[config.mk]
export PLATFORM = sky130hd
export DESIGN_NAME = speaker_sample_buffer
export DESIGN_NICKNAME = d
export VERILOG_FILES = /design/src/rtl/speaker_sample_buffer.sv
export SDC_FILE = /design/constraint.sdc
export NUM_CORES = 1
export LEC_CHECK = 0
export CAP_MARGIN = 10
export CORE_UTILIZATION = 40
export CTS_CLUSTER_DIAMETER = 30
export CTS_CLUSTER_SIZE = 40
export DETAILED_ROUTE_END_ITERATION = 12
export GPL_TIMING_DRIVEN = 0
export PLACE_DENSITY = 0.53
export SYNTH_ARGS = -nofsm -noshare
export SYNTH_HDL_FRONTEND = slang
export SYNTH_SLANG_ARGS = --single-unit
[constraint.sdc]
create_clock -name clock -period 4.9 [get_ports clock]
set_clock_uncertainty 0.1 [all_clocks]
set_input_delay 0.49 -clock clock [delete_from_list [all_inputs] [get_ports clock]]
set_output_delay 0.49 -clock clock [all_outputs]
set_load 0.005 [all_outputs]
[src/rtl/speaker_sample_buffer.sv]
// ---------------------------------------------------------------------------
// speaker_sample_buffer
//
// Elastic sample buffer between the E100 speaker I/O port and the audio DAC
// path. Everything runs on `clock`. The CPU writes samples over a four-phase
// command/response handshake and they are queued in a FIFO. One sample is
// released per rising edge of the asynchronous 8.1 kHz `clock_8_1k`, which is
// synchronized and edge-detected here.
//
// Optional feature macro: SPEAKER_UNDERFLOW_COUNT_EN
//   When defined, adds a saturating 16-bit `underflow_count` output. A write of
//   16'h8000 into an empty FIFO clears it, and that sample is still queued.
//
// Ports:
//   clock            in   main E100 clock, rising edge
//   reset            in   asynchronous active-high reset
//   clock_8_1k       in   8.1 kHz sample clock (asynchronous)
//   speaker_command  in   CPU write request (level)
//   speaker_data     in   sample to queue, stable while command is high
//   speaker_response out  write acknowledge (level)
//   sample_out       out  current DAC sample (registered)
//   sample_strobe    out  one-cycle pulse when sample_out updates
//   underflow        out  one-cycle pulse when a tick finds the FIFO empty
//   level            out  FIFO occupancy, 0..2^DEPTH_LOG2
//   underflow_count  out  (macro only) saturating underflow counter
// ---------------------------------------------------------------------------
module speaker_sample_buffer #(
  parameter int DEPTH_LOG2 = 4,
  parameter int WIDTH      = 16
) (
  input  logic                  clock,
  input  logic                  reset,
  input  logic                  clock_8_1k,
  input  logic                  speaker_command,
  input  logic [WIDTH-1:0]      speaker_data,
  output logic                  speaker_response,
  output logic [WIDTH-1:0]      sample_out,
  output logic                  sample_strobe,
  output logic                  underflow,
  output logic [DEPTH_LOG2:0]   level
`ifdef SPEAKER_UNDERFLOW_COUNT_EN
  ,
  output logic [15:0]           underflow_count
`endif
);

  localparam logic [DEPTH_LOG2:0]   FULL_LEVEL = (DEPTH_LOG2+1)'(1) << DEPTH_LOG2;
  localparam logic [DEPTH_LOG2:0]   ZERO_LEVEL = (DEPTH_LOG2+1)'(0);
  localparam logic [DEPTH_LOG2:0]   ONE_LEVEL  = (DEPTH_LOG2+1)'(1);
  localparam logic [DEPTH_LOG2-1:0] ONE_PTR    = DEPTH_LOG2'(1);

  typedef enum logic [0:0] {
    IDLE  = 1'b0,
    ACKED = 1'b1
  } wr_state_t;

  wr_state_t             state_r;
  logic                  s1_r, s2_r, s3_r;
  logic [DEPTH_LOG2-1:0] wptr_r, rptr_r;
  logic [WIDTH-1:0]      mem_r [0:(1<<DEPTH_LOG2)-1];
  logic                  tick_s, push_s, pop_s, empty_tick_s;

  // Decode tick, push and pop from registered state at the start of the cycle.
  always_comb begin
    tick_s       = s2_r & ~s3_r;
    push_s       = (state_r == IDLE) && speaker_command && (level < FULL_LEVEL);
    pop_s        = tick_s && (level != ZERO_LEVEL);
    empty_tick_s = tick_s && (level == ZERO_LEVEL);
  end

  // Sample-clock synchronizer; resets high so a level already high at reset
  // release is not mistaken for a rising edge.
  always_ff @(posedge clock or posedge reset) begin
    if (reset) begin
      s1_r <= 1'b1;
      s2_r <= 1'b1;
      s3_r <= 1'b1;
    end else begin
      s1_r <= clock_8_1k;
      s2_r <= s1_r;
      s3_r <= s2_r;
    end
  end

  // Write handshake FSM with registered acknowledge: one push per command.
  always_ff @(posedge clock or posedge reset) begin
    if (reset) begin
      state_r          <= IDLE;
      speaker_response <= 1'b0;
    end else begin
      case (state_r)
        IDLE: begin
          if (push_s) begin
            speaker_response <= 1'b1;
            state_r          <= ACKED;
          end else begin
            speaker_response <= 1'b0;
          end
        end
        ACKED: begin
          if (!speaker_command) begin
            speaker_response <= 1'b0;
            state_r          <= IDLE;
          end else begin
            speaker_response <= 1'b1;
          end
        end
        default: begin
          speaker_response <= 1'b0;
          state_r          <= IDLE;
        end
      endcase
    end
  end

  // FIFO storage; contents are only meaningful below `level`, so no reset.
  always_ff @(posedge clock) begin
    if (push_s) begin
      mem_r[wptr_r] <= speaker_data;
    end
  end

  // Pointers, occupancy counter and DAC-side outputs.
  always_ff @(posedge clock or posedge reset) begin
    if (reset) begin
      wptr_r        <= '0;
      rptr_r        <= '0;
      level         <= ZERO_LEVEL;
      sample_out    <= '0;
      sample_strobe <= 1'b0;
      underflow     <= 1'b0;
    end else begin
      if (push_s) begin
        wptr_r <= wptr_r + ONE_PTR;
      end
      if (pop_s) begin
        rptr_r     <= rptr_r + ONE_PTR;
        sample_out <= mem_r[rptr_r];
      end
      sample_strobe <= pop_s;
      underflow     <= empty_tick_s;
      // Simultaneous push and pop leave the occupancy unchanged.
      case ({push_s, pop_s})
        2'b10:   level <= level + ONE_LEVEL;
        2'b01:   level <= level - ONE_LEVEL;
        default: level <= level;
      endcase
    end
  end

`ifdef SPEAKER_UNDERFLOW_COUNT_EN
  // Saturating underflow counter; a 16'h8000 write into an empty FIFO clears
  // it and takes priority over a coincident increment.
  always_ff @(posedge clock or posedge reset) begin
    if (reset) begin
      underflow_count <= 16'h0000;
    end else if (push_s && (speaker_data == WIDTH'(16'h8000)) && (level == ZERO_LEVEL)) begin
      underflow_count <= 16'h0000;
    end else if (empty_tick_s && (underflow_count != 16'hFFFF)) begin
      underflow_count <= underflow_count + 16'h0001;
    end else begin
      underflow_count <= underflow_count;
    end
  end
`endif

endmodule
==> results.md <==
* Result of the run: finished, final reports clean
* Share of flip-flops with an asynchronous set or reset after synthesis at 12.0%
* Number of synthesized register bits at 291
* Element type at the critical path end: register
* Dominant cell type by area after synthesis: sky130_fd_sc_hd__edfxtp_1
* Final-report setup violation count at 0
* Clk root buf: sky130_fd_sc_hd__clkbuf_16
* Biggest area contributors in the synthesized netlist: sky130_fd_sc_hd__edfxtp_1 (68%), sky130_fd_sc_hd__mux4_2 (13%), sky130_fd_sc_hd__dfrtp_1 (7.0%), sky130_fd_sc_hd__mux2i_1 (1.4%), sky130_fd_sc_hd__a211o_1 (1.2%)
* Total power per unit cell area at 639 nW/µm²
* Worst-case clock buffer depth at 3
* Highest routed layer: met4
* Portion of the clock cycle consumed by the worst path in the final layout at 69.9%
* Netlist area before placement at 11400 µm²
* Antenna diode count at 0
* Setup repair after global routing missed its margin: no
* Worst hold path type: input port to async pin
* Detailed-route via count at 5644
* First-pass iteration count of the detailed router at 4
* Later-pin clock latency in the skew report at 0.58 ns
* Sw frac at 26.9%
* TritonCTS buffer count at 59
* Die outline width at 171 µm
* Floorplan core area at 27900 µm²
* Final slew viol count at 0
* Least-Margin Pin Slew at 1.09 ns
* Sequential share of power at 33.6%
* Average instance area after synthesis at 20.8 µm²
* Worst Setup Start Kind: register
* Per-cell via count in the routed design at 5.22
* Port bufs at 43
* Clock share of power at 44.0%
* Net Switching at 2.47 mW
* Cells along the critical path: nor3_1 > a21o_1 > clkbuf_1 > inv_1 > ha_1 > clkbuf_1 > xor2_1 > ha_1 > o211a_1 > o31ai_1 > a31oi_1 > xor2_1
* Category of cells accounting for the largest share of critical-path delay: buffers and inverters
* Routed metal-1 wire length at 10.5 mm
* CTS tree: done
* Highest fanout seen on the critical path at 8
* Antenna viol nets, final at 0
* Die Y-Extent at 171 µm
* Seq/Total Area, Yosys at 75.3%
* Global-route wire length before repair at 37.8 mm
* Net count of the mapped netlist at 577
* Total track usage at 18.2%
* Congestion Overflow GR at 0
* Critical-path top delay cell: sky130_fd_sc_hd__dfrtp_1
* Instance count of the mapped netlist at 548
* Total half-perimeter wirelength after legalization and detailed placement at 15.2 mm
* Slew HR at 27.4%
* VDD IR-drop max at 0.377 mV
* P_int at 6.71 mW
* Area enclosed by the die boundary at 29100 µm²
* Comb power frac at 22.4%
* Number of sinks handled by clock tree synthesis at 291
* Sum of met2 wire segment lengths after detailed routing at 12.4 mm
* H-tree depth at 2
* IO Count at 44
* Maximum number of pins on one net before global-route repair at 25
* Worst endpoint data arrival time at 3.76 ns
* Setup CP Type: register to register
* Minimum setup slack among reg-to-reg paths at 1.48 ns
* P_leak at 4.93 nW
* Critical path data required time at 5.24 ns
* Number of flops mapped to enable cells by yosys at 256
* Number of DRC markers in iteration 0 at 444
* Netlist cell types at 39
* Synthesis-to-layout area growth at 26.2%
* WL final at 24.9 mm
* Commonest register cell after synthesis: sky130_fd_sc_hd__edfxtp_1
* Clock input transition at the sequential cells of the worst setup and hold paths at 0.05 ns
* Top cell type's share of synthesized area at 67.5%
* Fmax at 292 MHz
* Count of max-cap constraint violations at 0
* Via count of the first global-routing pass at 6230
* Final worst path period need at 3.42 ns
* Count of endpoints failing hold in the final timing report at 0
* Drc violations at 0
* # Post-CTS Setup Buffers at 0
* Ratio of cells with drive above 1 in the final layout at 25.6%
* Met3 Wirelength at 1.43 mm
* Count of instances resized after the clock tree is built at 0
* Standard-cell row count at 61
* Effective utilization at floorplan at 40.9%
* Buffers & Inverters on Critical Path at 3
* Top cell types by occurrence after synthesis: sky130_fd_sc_hd__edfxtp_1 (256), sky130_fd_sc_hd__mux4_2 (64), sky130_fd_sc_hd__dfrtp_1 (32)
* Min Hold Slack at 0.174 ns
* NumNets Final at 682
* Hold_buf cts at 0
* Delay of the slowest cell on the worst path at 0.46 ns
* Detail-routed net length per standard cell at 23.0 µm
* # fillers at 2227
* Number of synthesis warnings at 0
* Setup TNS Final at 0 ns
* Most frequent cell after synthesis: sky130_fd_sc_hd__edfxtp_1
* Initial antenna violation count at 0
* Routability cong. at 0.791
==> cells in the final DEF (no fill, tap or decap), types with 3 or more instances in the layout <==
| cell | n |
|---|---|
| sky130_fd_sc_hd__edfxtp_1 | 256 |
| sky130_fd_sc_hd__mux4_2 | 64 |
| sky130_fd_sc_hd__clkbuf_16 | 60 |
| sky130_fd_sc_hd__clkdlybuf4s50_1 | 43 |
| sky130_fd_sc_hd__dfrtp_1 | 32 |
| sky130_fd_sc_hd__a21oi_1 | 19 |
| sky130_fd_sc_hd__clkbuf_1 | 17 |
| sky130_fd_sc_hd__nor2b_1 | 17 |
| sky130_fd_sc_hd__and2_1 | 17 |
| sky130_fd_sc_hd__a211o_1 | 16 |
| sky130_fd_sc_hd__mux2i_1 | 16 |
| sky130_fd_sc_hd__a22o_1 | 16 |
| sky130_fd_sc_hd__clkinv_2 | 11 |
| sky130_fd_sc_hd__bufinv_16 | 10 |
| sky130_fd_sc_hd__ha_1 | 9 |
| sky130_fd_sc_hd__clkinv_1 | 9 |
| sky130_fd_sc_hd__nand2_1 | 8 |
| sky130_fd_sc_hd__clkinvlp_4 | 8 |
| sky130_fd_sc_hd__inv_1 | 7 |
| sky130_fd_sc_hd__xnor2_1 | 7 |
| sky130_fd_sc_hd__clkinv_4 | 6 |
| sky130_fd_sc_hd__nor2_1 | 5 |
| sky130_fd_sc_hd__buf_2 | 5 |
| sky130_fd_sc_hd__buf_6 | 5 |
| sky130_fd_sc_hd__xor2_1 | 4 |
| sky130_fd_sc_hd__o21ai_0 | 4 |
| sky130_fd_sc_hd__buf_1 | 3 |
| sky130_fd_sc_hd__inv_6 | 3 |
| sky130_fd_sc_hd__dfstp_2 | 3 |
==> power by group through the flow <==
stage | Combinational [mW] | Clock, mW | Sequential [mW]
2_1_floorplan | 1.38 | 0 | 3.07
3_3_place_gp | 2.06 | 0 | 3.11
3_5_place_dp | 2.09 | 0 | 3.12
4_1_cts | 2.11 | 4.09 | 3.08
5_1_grt | 2.23 | 4.21 | 3.10
6_report | 2.05 | 4.04 | 3.08
==> kinds of logic (layout without fill, tap and decap cells) <==
kind of cell | after synthesis | in the layout | share of synthesized area [%]
compound gates | 62 | 62 | 3.97
xor+xnor | 11 | 11 | 0.846
fa+ha+maj | 9 | 9 | 0.989
buf+inv | 37 | 192 | 1.86
simple gates | 57 | 57 | 2.91
flops | 291 | 291 | 75.3
mux | 81 | 81 | 14.2
==> metrics by stage <==
stage / instances / total power [mW] / utilization, % / setup WS, ns / area (µm²)
finish: 1081 / 9.17 / 51.6 / 1.48 / 14400
global route: 1081 / 9.54 / 51.6 / 1.33 / 14400
CTS: 1081 / 9.28 / 51.6 / 1.54 / 14400
detailed placement: 970 / 5.21 / 44.2 / 1.35 / 12300
global placement: 969 / 5.17 / 44.1 / 1.48 / 12300
floorplan: 548 / 4.45 / - / 2.18 / 11400
==> per-layer routing <==
metal  vias to the layer above  GRT usage (%)
met3                        46           3.59
met1                      2948           23.4
met5                         -              0
met2                       178           30.7
met4                         0           6.46
li1                       2472              -
==> flip-flops by register name, indices dropped and copies added, names as in the netlist <==
name / cells
level: 5
mem_r: 256
rptr_r: 4
s1_r: 1
s2_r: 1
s3_r: 1
sample_out: 16
sample_strobe: 1
state_r: 1
underflow: 1
wptr_r: 4
==> final timing paths <==
| kind | from | endpoint | cells past startpoint |
|---|---|---|---|
| max | level[0] | level[4] | 12 |
| min | reset | level[0] | 2 |
| max reg2reg | level[0] | level[4] | 12 |
| min reg2reg | s1_r | s2_r | 0 |
| max in group asynchronous | reset | sample_out[3] | 3 |
| min in group clock | s1_r | s2_r | 0 |
==> layout make-up <==
type / count / area (µm²) / area share [%]
sequential: 291 / 8570 / 59.6
multi-input combinational: 220 / 2610 / 18.1
clock buffer: 63 / 1510 / 10.5
clock inverter: 48 / 544 / 3.79
tap: 378 / 473 / 3.29
timing repair buffer: 44 / 450 / 3.14
buffer: 30 / 185 / 1.29
inverter: 7 / 26.3 / 0.183
==> worst reg2reg max path, stage by stage (launching register included) <==
cell and delay, ns:
sky130_fd_sc_hd__dfrtp_1 0.46, sky130_fd_sc_hd__nor3_1 0.27, sky130_fd_sc_hd__a21o_1 0.15, sky130_fd_sc_hd__clkbuf_1 0.38
sky130_fd_sc_hd__inv_1 0.29, sky130_fd_sc_hd__ha_1 0.28, sky130_fd_sc_hd__clkbuf_1 0.20, sky130_fd_sc_hd__xor2_1 0.19
sky130_fd_sc_hd__ha_1 0.24, sky130_fd_sc_hd__o211a_1 0.24, sky130_fd_sc_hd__o31ai_1 0.25, sky130_fd_sc_hd__a31oi_1 0.09
sky130_fd_sc_hd__xor2_1 0.16
(Power assumes the default switching activity.)
==> edit (same flow settings) <==
Remove the register `underflow`: a continuous assignment takes its place, so the output `underflow` follows one clock earlier. Comments in the files are not updated.
--- a/src/rtl/speaker_sample_buffer.sv
+++ b/src/rtl/speaker_sample_buffer.sv
@@ -130,3 +130,2 @@
       sample_strobe <= 1'b0;
-      underflow     <= 1'b0;
     end else begin
@@ -140,3 +139,2 @@
       sample_strobe <= pop_s;
-      underflow     <= empty_tick_s;
       // Simultaneous push and pop leave the occupancy unchanged.
@@ -149,2 +147,4 @@
   end
+
+  assign underflow = empty_tick_s;
 
Check against the original RTL: not equivalent (Yosys sat finds a counterexample within 4 cycles, from zero or initial values and one cycle with reset high).
==> edit against the unedited design <==
Total power down 0.66%; sequential share of layout area is essentially flat; area after synthesis decreased by 0.22%; combinational power about the same; setup slack gained 55 ps; wire length is 0.28% higher; design area down 0.35%; sequential cell count down 1; critical path type unchanged; largest cell class unchanged.
==> edit: results <==
group,metric,value,unit
status,status,"completed",
global_route,antenna_found_initial,0,
hold_path,hp-class,"in2async",
global_route,grt_start_max_net_pins,25,
worst_setup_path,critPathLaunch,"level[4]$_DFFE_PP0P_",
global_route,grtUsageMet1,23.23,%
layout,n_fill_cell,2241,
drt,drt-initial-drc-count,314,
logic_synthesis,ys_top_cells_by_count,"256 x edfxtp_1, 64 x mux4_2, 31 x dfrtp_1",
logic_synthesis,ys_warn_count,0,
logic_synthesis,synthTopCellsByArea,"edfxtp_1 68%, mux4_2 13%, dfrtp_1 6.8%",
placed_design,dpl.hpwl,15320,um
drt,wl_met2,12310,um
drt,met3RoutedLength,1173,um
clock_network,ctsHtreeMaxLevel,2,
logic_synthesis,synthCells,547,
global_route,grt_pass1_wl,37150,um
clock_network,root_buffer,"clkbuf_16",
placed_design,portBuffers,43,
placed_design,placed_area,12290,um^2
layout,nNetsFinal,681,
layout,n_antenna_cell,0,
layout,reg_top3,"mem_r x256, sample_out x16, level x5",
clock_network,clock_latency,570,ps
layout,drive_gt1_share,24.64,%
placed_design,post-place-cells,969,
drt,dr.pass1.iters,5,
clock_network,ctsResizeCount,0,
logic_synthesis,ys_seq_area_share,75.20,%
worst_setup_path,cp_max_fo,8,
logic_synthesis,synth-edff-count,256,
power,vdd_drop_max,313.0,uV
placed_design,pre_cts_slack,1344,ps
logic_synthesis,synth_nets,576,
timing,tightest_slew,1103,ps
drt,m1WireLength,10980,um
clock_network,cts.clk_slew.worst_paths,50,ps
logic_synthesis,async_flop_share,11.72,%
logic_synthesis,yosysUniqueCellTypes,39,
drt,wl,24950,um
global_route,grt_pass1_vias,6068,
drt,vias,5613,
drt,routed.top_layer,"met4",
clock_network,cts.path.max_buffers,3,
power,swShare,26.86,%
global_route,grt_use_total,17.84,%
timing,fin_tns_setup,0,ps
logic_synthesis,synth_flop_cell,"edfxtp_1",
global_route,gr-usage-met2,30.17,%
clock_network,cts_buffers,59,
worst_setup_path,cp.arrival,3690,ps
placed_design,place.gp.congestion,0.7933,
clock_network,cts_setup_buffers,0,
global_route,grtUsageMet3,3.470,%
layout,fin_cells,1080,
power,power.leakage,4.911,nW
worst_setup_path,rr_worst_depth,12,
edit: changes by cell type after synthesis:
| cell | delta |
|---|---|
| dfrtp_1 | -1 |
edit: critical path, stage by stage, from the launching register on:
cell	delay, ps
dfrtp_1	430
nor3_1	260
a21o_1	140
clkbuf_1	380
inv_1	290
ha_1	270
clkbuf_1	210
xor2_1	190
ha_1	240
o211a_1	230
o31ai_1	220
a31oi_1	100
xor2_1	170
edit: layout make-up:
class	count	area [um^2]	area share, %
plain buffers	30	185.2	1.294
flip-flops and latches	290	8542	59.68
multi-input cells	220	2605	18.20
clock buffers	63	1491	10.42
repair buffers	44	457.9	3.199
clock inverters	48	533.0	3.724
inverters	7	26.28	0.1836
well taps	378	473.0	3.304
edit: worst paths after layout:
check | slack [ps] | end
setup / recovery | 1530 | level[4]$_DFFE_PP0P_
hold / removal | 180 | level[3]$_DFFE_PP0P_
setup reg to reg | 1530 | level[4]$_DFFE_PP0P_
hold reg to reg | 260 | s2_r$_DFF_PP1_
max in group asynchronous | 4010 | sample_out[14]$_DFFE_PP0P_
min in group clock | 260 | s2_r$_DFF_PP1_
edit: power groups by stage:
stage | Clock (mW) | Sequential, mW | Combinational [mW]
after floorplan | 0 | 3.06 | 1.38
after global placement | 0 | 3.10 | 2.05
after detailed placement | 0 | 3.11 | 2.09
after CTS | 4.04 | 3.07 | 2.10
after global routing | 4.16 | 3.10 | 2.22
final | 3.99 | 3.08 | 2.05
edit: cell families after synthesis:
| kind of cell | Yosys count | synth area share, % |
|---|---|---|
| AND/OR/NAND/NOR | 57 | 2.919 |
| multiplexers | 81 | 14.20 |
| adder cells (fa/ha/maj) | 9 | 0.9914 |
| flip-flops | 290 | 75.20 |
| buffers and inverters | 37 | 1.862 |
| XOR/XNOR | 11 | 0.8482 |
| AO/OA/AOI/OAI | 62 | 3.977 |
